$ cat config.mk
export PLATFORM = sky130hd
export DESIGN_NAME = mult_rr_scheduler
export DESIGN_NICKNAME = d
export VERILOG_FILES = /design/src/rtl/mult_rr_scheduler.sv
export SDC_FILE = /design/constraint.sdc
export NUM_CORES = 1
export LEC_CHECK = 0
export ABC_AREA = 1
export CORE_AREA = 2 2 365 367
export CTS_CLUSTER_DIAMETER = 150
export DETAILED_ROUTE_END_ITERATION = 7
export DIE_AREA = 0 0 367 369
export HOLD_SLACK_MARGIN = 0.05
export MAX_ROUTING_LAYER = met4
export PLACE_DENSITY_LB_ADDON = 0.08
export RECOVER_POWER = 25
export SLEW_MARGIN = 20
export SYNTH_ARGS = -nofsm -noshare
export SYNTH_HDL_FRONTEND = slang
export SYNTH_SLANG_ARGS = --single-unit
$ cat constraint.sdc
create_clock -name clock -period 2.13 [get_ports clock]
set_input_delay 0.426 -clock clock [delete_from_list [all_inputs] [get_ports clock]]
set_output_delay 0.426 -clock clock [all_outputs]
set_load 0.1 [all_outputs]
$ cat src/rtl/mult_rr_scheduler.sv
// mult_rr_scheduler
//   Round-robin scheduler that shares one fixed-latency 64x64 multiplier among
//   NREQ requesters. At most one operand pair is accepted per cycle. Operands
//   are masked to the requested width mode before issue. A tag shift register
//   follows every in-flight operation, so the product can be routed back to
//   its owner without any stall.
//
// Build option
//   MULT_RR_PRIO0_EN : when defined, requester 0 has strict priority and
//                      requesters 1..NREQ-1 round-robin among themselves.
//                      When undefined, all requesters are pure round-robin.
//
// Parameters
//   NREQ : number of requesters (2..8)
//   LAT  : multiplier latency; mul_product is valid LAT cycles after mul_valid
//   CNTW : width of the completed-operation counter
//
// Ports
//   clock       : rising-edge clock
//   reset       : synchronous, active-low reset
//   req_valid   : per-requester operand valid
//   req_ready   : one-hot combinational grant (0 while reset is low)
//   req_mode    : per-requester mode, 2 bits each (0,1=32b 2=48b 3=64b)
//   req_a/req_b : per-requester operands, 64 bits each
//   mul_valid   : operands on mul_a/mul_b are valid this cycle
//   mul_a/mul_b : masked operands to the multiplier
//   mul_product : multiplier result, valid LAT cycles after mul_valid
//   rsp_valid   : one-hot response strobe, no backpressure
//   rsp_product : masked product for the strobed requester (holds otherwise)
//   ops_done    : completed-operation count, wraps at 2^CNTW
//   busy        : 1 while any operation is in flight
//
// Handshake: requester i transfers an operand pair in a cycle where
//   req_valid[i] & req_ready[i] is 1. req_ready is only ever set for a
//   requester whose req_valid is already 1, so a grant is an accept. A
//   requester may drop req_valid while not granted; nothing is remembered
//   about requests that were not accepted. Responses have no ready: the owner
//   must take rsp_product in the cycle rsp_valid is set.

module mult_rr_scheduler #(
    parameter int NREQ = 4,
    parameter int LAT  = 3,
    parameter int CNTW = 16
) (
    input  logic                 clock,
    input  logic                 reset,
    input  logic [NREQ-1:0]      req_valid,
    output logic [NREQ-1:0]      req_ready,
    input  logic [2*NREQ-1:0]    req_mode,
    input  logic [64*NREQ-1:0]   req_a,
    input  logic [64*NREQ-1:0]   req_b,
    output logic                 mul_valid,
    output logic [63:0]          mul_a,
    output logic [63:0]          mul_b,
    input  logic [127:0]         mul_product,
    output logic [NREQ-1:0]      rsp_valid,
    output logic [127:0]         rsp_product,
    output logic [CNTW-1:0]      ops_done,
    output logic                 busy
);

    localparam int IW = (NREQ > 1) ? $clog2(NREQ) : 1;

    typedef struct packed {
        logic          valid;
        logic [IW-1:0] idx;
        logic [1:0]    mode;
    } tag_t;

    function automatic logic [63:0] mask_op(input logic [63:0] v, input logic [1:0] m);
        case (m)
            2'd2:    return {16'h0, v[47:0]};
            2'd3:    return v;
            default: return {32'h0, v[31:0]};
        endcase
    endfunction

    function automatic logic [127:0] mask_prod(input logic [127:0] v, input logic [1:0] m);
        case (m)
            2'd2:    return {32'h0, v[95:0]};
            2'd3:    return v;
            default: return {64'h0, v[63:0]};
        endcase
    endfunction

    // State
    logic [IW-1:0]   ptr_q,         ptr_d;
    logic            mul_valid_q,   mul_valid_d;
    logic [63:0]     mul_a_q,       mul_a_d;
    logic [63:0]     mul_b_q,       mul_b_d;
    logic [IW-1:0]   iss_idx_q,     iss_idx_d;
    logic [1:0]      iss_mode_q,    iss_mode_d;
    tag_t            tag_q [0:LAT];
    tag_t            tag_d [0:LAT];
    logic [NREQ-1:0] rsp_valid_q,   rsp_valid_d;
    logic [127:0]    rsp_product_q, rsp_product_d;
    logic [CNTW-1:0] ops_done_q,    ops_done_d;

    // Arbitration
    logic [NREQ-1:0] rr_cand;
    logic            grant_any;
    logic [IW-1:0]   grant_idx;

    always_comb begin
        rr_cand = req_valid;
`ifdef MULT_RR_PRIO0_EN
        // Requester 0 is handled by the strict-priority override below.
        rr_cand[0] = 1'b0;
`endif
        grant_any = 1'b0;
        grant_idx = '0;
        // First pass: lowest candidate overall (the wrapped-around choice).
        for (int i = NREQ - 1; i >= 0; i--) begin
            if (rr_cand[i]) begin
                grant_any = 1'b1;
                grant_idx = IW'(i);
            end
        end
        // Second pass: lowest candidate at or above the pointer wins if any.
        for (int i = NREQ - 1; i >= 0; i--) begin
            if (rr_cand[i] && (i >= int'(ptr_q))) begin
                grant_idx = IW'(i);
            end
        end
`ifdef MULT_RR_PRIO0_EN
        if (req_valid[0]) begin
            grant_any = 1'b1;
            grant_idx = '0;
        end
`endif
        if (!reset) begin
            grant_any = 1'b0;
        end
    end

    always_comb begin
        req_ready = '0;
        if (grant_any) begin
            req_ready[grant_idx] = 1'b1;
        end
    end

    // Operand select for the granted requester
    logic [63:0] sel_a;
    logic [63:0] sel_b;
    logic [1:0]  sel_mode;

    always_comb begin
        sel_a    = '0;
        sel_b    = '0;
        sel_mode = '0;
        for (int i = 0; i < NREQ; i++) begin
            if (grant_idx == IW'(i)) begin
                sel_a    = req_a[i*64 +: 64];
                sel_b    = req_b[i*64 +: 64];
                sel_mode = req_mode[i*2 +: 2];
            end
        end
    end

    // Next state
    always_comb begin
        ptr_d = ptr_q;
`ifdef MULT_RR_PRIO0_EN
        if (grant_any && (grant_idx != '0)) begin
`else
        if (grant_any) begin
`endif
            if (grant_idx == IW'(NREQ - 1)) begin
                ptr_d = '0;
            end else begin
                ptr_d = grant_idx + 1'b1;
            end
        end

        mul_valid_d = grant_any;
        mul_a_d     = mul_a_q;
        mul_b_d     = mul_b_q;
        iss_idx_d   = iss_idx_q;
        iss_mode_d  = iss_mode_q;
        if (grant_any) begin
            mul_a_d    = mask_op(sel_a, sel_mode);
            mul_b_d    = mask_op(sel_b, sel_mode);
            iss_idx_d  = grant_idx;
            iss_mode_d = sel_mode;
        end

        // Stage k of the tag pipe is valid LAT cycles... aligned so that stage
        // LAT-1 coincides with mul_product and stage LAT with rsp_valid.
        tag_d[0] = {mul_valid_q, iss_idx_q, iss_mode_q};
        for (int k = 1; k <= LAT; k++) begin
            tag_d[k] = tag_q[k-1];
        end

        rsp_valid_d   = '0;
        rsp_product_d = rsp_product_q;
        ops_done_d    = ops_done_q;
        if (tag_q[LAT-1].valid) begin
            rsp_valid_d[tag_q[LAT-1].idx] = 1'b1;
            rsp_product_d = mask_prod(mul_product, tag_q[LAT-1].mode);
            // Counted together with the strobe so ops_done includes it.
            ops_done_d    = ops_done_q + 1'b1;
        end
    end

    always_ff @(posedge clock) begin
        if (!reset) begin
            ptr_q         <= '0;
            mul_valid_q   <= 1'b0;
            mul_a_q       <= '0;
            mul_b_q       <= '0;
            iss_idx_q     <= '0;
            iss_mode_q    <= '0;
            for (int k = 0; k <= LAT; k++) begin
                tag_q[k] <= '0;
            end
            rsp_valid_q   <= '0;
            rsp_product_q <= '0;
            ops_done_q    <= '0;
        end else begin
            ptr_q         <= ptr_d;
            mul_valid_q   <= mul_valid_d;
            mul_a_q       <= mul_a_d;
            mul_b_q       <= mul_b_d;
            iss_idx_q     <= iss_idx_d;
            iss_mode_q    <= iss_mode_d;
            for (int k = 0; k <= LAT; k++) begin
                tag_q[k] <= tag_d[k];
            end
            rsp_valid_q   <= rsp_valid_d;
            rsp_product_q <= rsp_product_d;
            ops_done_q    <= ops_done_d;
        end
    end

    // busy covers issue through the response cycle, so it drops the cycle
    // after the last rsp_valid.
    always_comb begin
        busy = mul_valid_q;
        for (int k = 0; k <= LAT; k++) begin
            busy = busy | tag_q[k].valid;
        end
    end

    assign mul_valid   = mul_valid_q;
    assign mul_a       = mul_a_q;
    assign mul_b       = mul_b_q;
    assign rsp_valid   = rsp_valid_q;
    assign rsp_product = rsp_product_q;
    assign ops_done    = ops_done_q;

endmodule
; ---- After elaboration in Yosys (flattened, before gate mapping)
; Memories as Yosys holds them, arrays and structs flattened.
; Cells that the tools add are included.
[totals]
reg_bits = 283
latch_bits = 0
mem_bits_rw = 20
mem_bits_ro = 0
input_bits = 654
out_inout_bits = 282
word_cells = 80
n_memories = 1
[mem_list]
columns = name, words, word_bits, read_ports, rd_clocked_by_memory_dff, write_ports, line_no
row1 = tag_q, 4, 5, 4, 0, 4, 93  ; tag_t tag_q [0:LAT];
[classes]
add_sub_neg = 2
n_mul = 0
div_mod_pow = 0
n_lt_le_gt_ge = 7
eq_ne = 7
shift = 0
n_mux = 39
n_bitwise = 8
n_reduce_logical = 7
[op_table]
columns = op, n
row1 = 2-to-1 mux 64 bit, 8
row2 = one-hot mux 128 bit (2 select lines), 1
row3 = one-hot mux 64 bit (2 select lines), 2
row4 = 2-to-1 mux 2 bit, 12
row5 = 2-to-1 mux 5 bit, 4
row6 = adder 16 x 1 -> 16 bit (second input constant), 1
row7 = equality test 2 bit (second input constant), 6
row8 = 2-to-1 mux 1 bit, 9
row9 = bitwise OR 1 bit, 8
row10 = less-than comparator 2 x 3 -> 1 bit (second input constant), 2
row11 = logical AND 1 bit, 5
row12 = demux 1 bit (select 2 bit), 2
row13 = greater-or-equal comparator 1 x 2 -> 1 bit (first input constant), 2
row14 = greater-or-equal comparator 2 x 1 -> 1 bit (second input constant), 2
row15 = 2-to-1 mux 4 bit, 1
row16 = adder 2 x 1 -> 2 bit (second input constant), 1
row17 = equality test 2 x 1 -> 1 bit (second input constant), 1
row18 = greater-or-equal comparator 2 bit (first input constant), 1
row19 = zero test 2 bit, 1
row20 = AND reduction 2 bit, 1

; ---- Depth between registers and ports, before layout
[logic_depth]
ltp_word = 14
mapped_depth = 17
ltp_nobuf = 16

; ---- Worst setup path after synthesis
; OpenSTA, ideal clock, no wires.
[synth_timing]
kind = input port to output port
from = input port req_valid[1]
to = output port req_ready[2]
t_arrival_ns = 2.780
required_ns = 1.704
path_slack_ns = -1.076
cell_stages = 11
path_buffers = 3
path_cell_list = nor2_1 > a21oi_1 > nand2_1 > nand3_1 > inv_1 > ha_1 > buf_4 > inv_4 > buf_2 > buf_4 > nor2_1
[synth_via]
elab_chain_len = 11
elab_cells_between_ends = 16
cone_classes = order compare: 2 / mux: 12 / reduce/logical: 2
[synth_lines]
columns = element, line_no
row1 = "start, declared", 47  ; input logic [NREQ-1:0] req_valid,
row2 = 2-to-1 mux 2 bit (2 in series), 114  ; if (rr_cand[i]) begin
row3 = 2-to-1 mux 2 bit (2 in series), 121  ; if (rr_cand[i] && (i >= int'(ptr_q))) begin
row4 = 2-to-1 mux 2 bit * (2 in series), 121
row5 = named net grant_idx[1], 102  ; logic [IW-1:0] grant_idx;
row6 = less-than comparator 2 x 3 -> 1 bit (not written as such) / greater-or-equal comparator 2 x 1 -> 1 bit (equally long branches), 139  ; req_ready[grant_idx] = 1'b1;
row7 = logical AND 1 bit (not written as such), 139
row8 = 2-to-1 mux 1 bit (not written as such), 139
row9 = demux 1 bit (select 2 bit) *, 139
row10 = 2-to-1 mux 4 bit *, 138  ; if (grant_any) begin
row11 = "end, declared", 48  ; output logic [NREQ-1:0] req_ready,
; Mark *: on every way through the listed nets, which the timed path passes. The rest lies on a longest branch.

; ---- Final worst setup path
[layout_timing]
from = register ptr_q[1]
to = output port req_ready[3]
[layout_via]
elab_chain_len = 10
elab_cells_between_ends = 15
cone_classes = order compare: 5 / mux: 6 / reduce/logical: 4
[layout_lines]
columns = element, line_no
row1 = "start, declared", 87  ; logic [IW-1:0] ptr_q, ptr_d;
row2 = "start signal, assigned", 221  ; ptr_q <= ptr_d;
row3 = greater-or-equal comparator 2 bit, 121
row4 = logical AND 1 bit, 121
row5 = 2-to-1 mux 2 bit (2 in series), 121
row6 = 2-to-1 mux 2 bit *, 121
row7 = named net grant_idx[0], 102
row8 = less-than comparator 2 x 3 -> 1 bit (not written as such) / greater-or-equal comparator 2 x 1 -> 1 bit (equally long branches), 139
row9 = logical AND 1 bit (not written as such), 139
row10 = 2-to-1 mux 1 bit (not written as such), 139
row11 = demux 1 bit (select 2 bit) *, 139
row12 = 2-to-1 mux 4 bit *, 138
; Marks and branches as above.

==> results.py <==
metrics = {
    "critical_path": {
        "endpoint_kind": "output port",
        "cp_max_fo": 4,
        "cpMostUsedCell": "buf_6",
        "path_cells": "inv_2 > o21ai_4 > o21ai_2 > nand2_2 > nand2_4 > inv_4 > buf_6 > ha_4 > inv_6 > buf_6 > nor2_4 > buf_12",
        "arrival_ns": 2.19,
        "critical_path_required_ns": 1.70,
        "critical_path_class": "reg -> out",
        "worstSetupStartpointType": "flip-flop",
        "crit_path_top_delay_cell": "dfxtp_2",
        "reg2reg_setup_slack_ns": -0.31,
        "max_stage_delay_ns": 0.35,
    },
    "sta": {
        "max_slew_margin_pct": 47.82,
        "setup-violations-final": 135,
        "timing.fmax_mhz": 381.7,
        "fin_crit_ns": 2.620,
        "slew_violations": 0,
        "skew_ns": 0.02537,
        "holdWs_ns": 0.2791,
        "rsz0062_at_grt": "true",
        "worst_pin_slew_ns": 0.7827,
        "layout_setup_ws_ns": -0.4898,
        "fin_crit_sh_pct": 123.0,
        "finalHoldViolCount": 0,
    },
    "run_status": {
        "status": "finished, violations left",
        "violations": "negative setup slack",
    },
    "finish": {
        "fin_nets": 3778,
        "drive_gt1_share_pct": 23.15,
        "mostFrequentLayoutCell": "clkdlybuf4s50_1",
        "fin_util_pct": 22.39,
        "n_fill_cell": 14870,
        "fin_cells": 4933,
        "area_growth_pct": 109.4,
        "layout_common_cells": "clkdlybuf4s50_1, nand2_1, buf_4",
    },
    "synth": {
        "seq_area_frac_synth_pct": 42.69,
        "synth_top_family_by_area": "simple AND/OR/NAND/NOR gates",
        "synthAdderAreaFrac_pct": 0.4461,
        "synth_mux_area_share_pct": 0,
        "synth_compound_area_share_pct": 23.66,
        "syn_nets": 2758,
        "synthSimpleGateAreaFrac_pct": 26.36,
        "syn-cell-area_sq_mm": 0.01402,
        "syn_avg_cell_area_sq_um": 6.680,
        "ys_types": 34,
        "synth-seq-cells": 299,
        "yosys_warnings": 0,
        "netlist_instances": 2099,
        "synthXorXnorAreaFrac_pct": 0.1249,
    },
    "clock_network": {
        "cts.sinks": 299,
        "clk_path_buf_depth": 3,
        "cts_hold_buf": 0,
        "clk_pin_slew_ns": 0.06,
        "htreeDepth": 2,
        "cts_tree": "done",
        "clkLatencyLatePin_ns": 0.63,
        "numCtsBuffers": 48,
        "root_buffer": "clkbuf_16",
    },
    "drt": {
        "wirelength_mm": 110.1,
        "via_per_inst": 3.693,
        "routedWlPerCell_um": 22.32,
        "first_iter_violations": 820,
        "drc": 0,
        "num_vias": 18220,
        "final_antenna_net_count": 0,
        "drt-pass1-iter-count": 8,
    },
    "place": {
        "dp_hpwl_mm": 85.78,
        "dpl_worst_slack_ns": -0.8078,
        "io_buffers": 935,
        "place_congestion": 0.8154,
        "post-place-cells": 4780,
    },
    "floorplan": {
        "ioPinCount": 936,
        "rows": 133,
        "die_area_sq_mm": 0.1354,
        "die_y_um": 369,
        "initial_core_util_pct": 10.69,
        "coreArea_sq_mm": 0.1311,
        "die_width_um": 367,
    },
    "power_and_ir_drop": {
        "power_density_mw_per_mm2": 932.3,
        "peakVddDrop_v": 0.0006307,
        "leakagePower_nw": 11.86,
    },
    "worst_hold_path": {
        "hold_class": "in -> reg",
    },
    "grt": {
        "antenna_found_initial": 44,
        "grt_max_degree": 78,
        "grt_overflow": 0,
        "grt_pass1_wl_mm": 150.8,
        "grt_use_total_pct": 16.07,
        "grt_pass1_vias": 18950,
    },
    "job": {
        "drv_cap": 0,
    },
}
-- final timing paths --
path / startpoint / endpoint / cells past startpoint
worst min register to register: tag_q[0][3] / tag_q[1][3] / 2
worst max register to register: ptr_q[1] / mul_a[34] / 17
worst min-delay path: reset / tag_q[2][2] / 4
worst max-delay path: ptr_q[1] / req_ready[3] / 12
-- layout make-up --
type	count	area [sq um]	share of cell area, %
timing repair buffer	1138	11510	39.20
multi-input combinational	1587	7721	26.29
sequential	299	5988	20.39
tap	1755	2196	7.478
clock buffer	75	1503	5.117
inverter	45	206.4	0.7031
clock inverter	14	187.7	0.6391
antenna	20	50.05	0.1704
-- logic make-up (layout without fill, tap and decap cells) --
family	Yosys count	count (layout)
xor gates and xnor gates	2	2
adders and majority gates	5	5
and+or+nand+nor	935	935
other	0	20
buffers and inverters	213	1272
DFF	299	299
AOI/OAI and AO/OA	645	645
-- flip-flops by register name, summed over array words and instances, names as in the netlist --
| register | cells |
|---|---|
| ops_done | 16 |
| iss_idx_q | 2 |
| mul_valid | 1 |
| rsp_valid | 4 |
| rsp_product | 128 |
| mul_a | 64 |
| mul_b | 64 |
| iss_mode_q | 2 |
| ptr_q | 2 |
| tag_q | 16 |
-- report_power, final --
part | switching, W | total (W) | internal, W
Clock | 0.00333 | 0.00845 | 0.00511
Sequential | 0.000304 | 0.00641 | 0.00611
Combinational | 0.00783 | 0.0125 | 0.00469
-- worst max-delay path: cells and delay by family (launching register included) --
kind	cells	cell delay, ns
buffers and inverters	6	0.55
flip-flops	1	0.35
AND/OR/NAND/NOR	3	0.27
AO/OA/AOI/OAI	2	0.24
adder cells (fa/ha/maj)	1	0.14
-- Yosys cell counts (all sizes together) --
master / instances / area [sq um]
nand2: 559 / 2113
o21ai: 336 / 1682
nand3b: 1 / 11.26
ha: 5 / 62.56
xnor2: 1 / 8.760
nor3: 8 / 51.30
and3: 1 / 6.260
clkbuf: 70 / 264.0
xor2: 1 / 8.760
a21o: 1 / 7.510
a22oi: 1 / 7.510
dfxtp: 299 / 5986
inv: 45 / 171.4
o21a: 3 / 22.52
nand4: 2 / 12.51
buf: 98 / 506.7
o211ai: 31 / 232.7
a21oi: 273 / 1366
nand3: 71 / 367.9
nor2: 293 / 1134
-- per-stage QoR --
stage	total power, W	instance area [sq um]	setup TNS [ns]
after floorplan	0.01274	14090	-0.4440
after global placement	0.01779	26160	-88.96
after detailed placement	0.01772	26160	-91.54
after CTS	0.02783	29030	-34.06
after global routing	0.02893	29360	-56.85
final	0.02738	29360	-31.34
-- routing by layer --
metal | part of all wire [%] | track usage [%]
met5 | 0 | -
met3 | 8.0 | 5.410
met4 | 1.4 | 2.451
met1 | 41 | 18.08
met2 | 50 | 27.95
-- timing repair --
action | 4_1_cts | 5_1_grt
pin swaps | 30 | 28
resized for setup | 143 | 74
gates cloned | 14 | 1
endpoints found under the setup margin | 134 | 134
buffers inserted | 24 | 6
No activity file was read; power rests on OpenSTA's default activity.
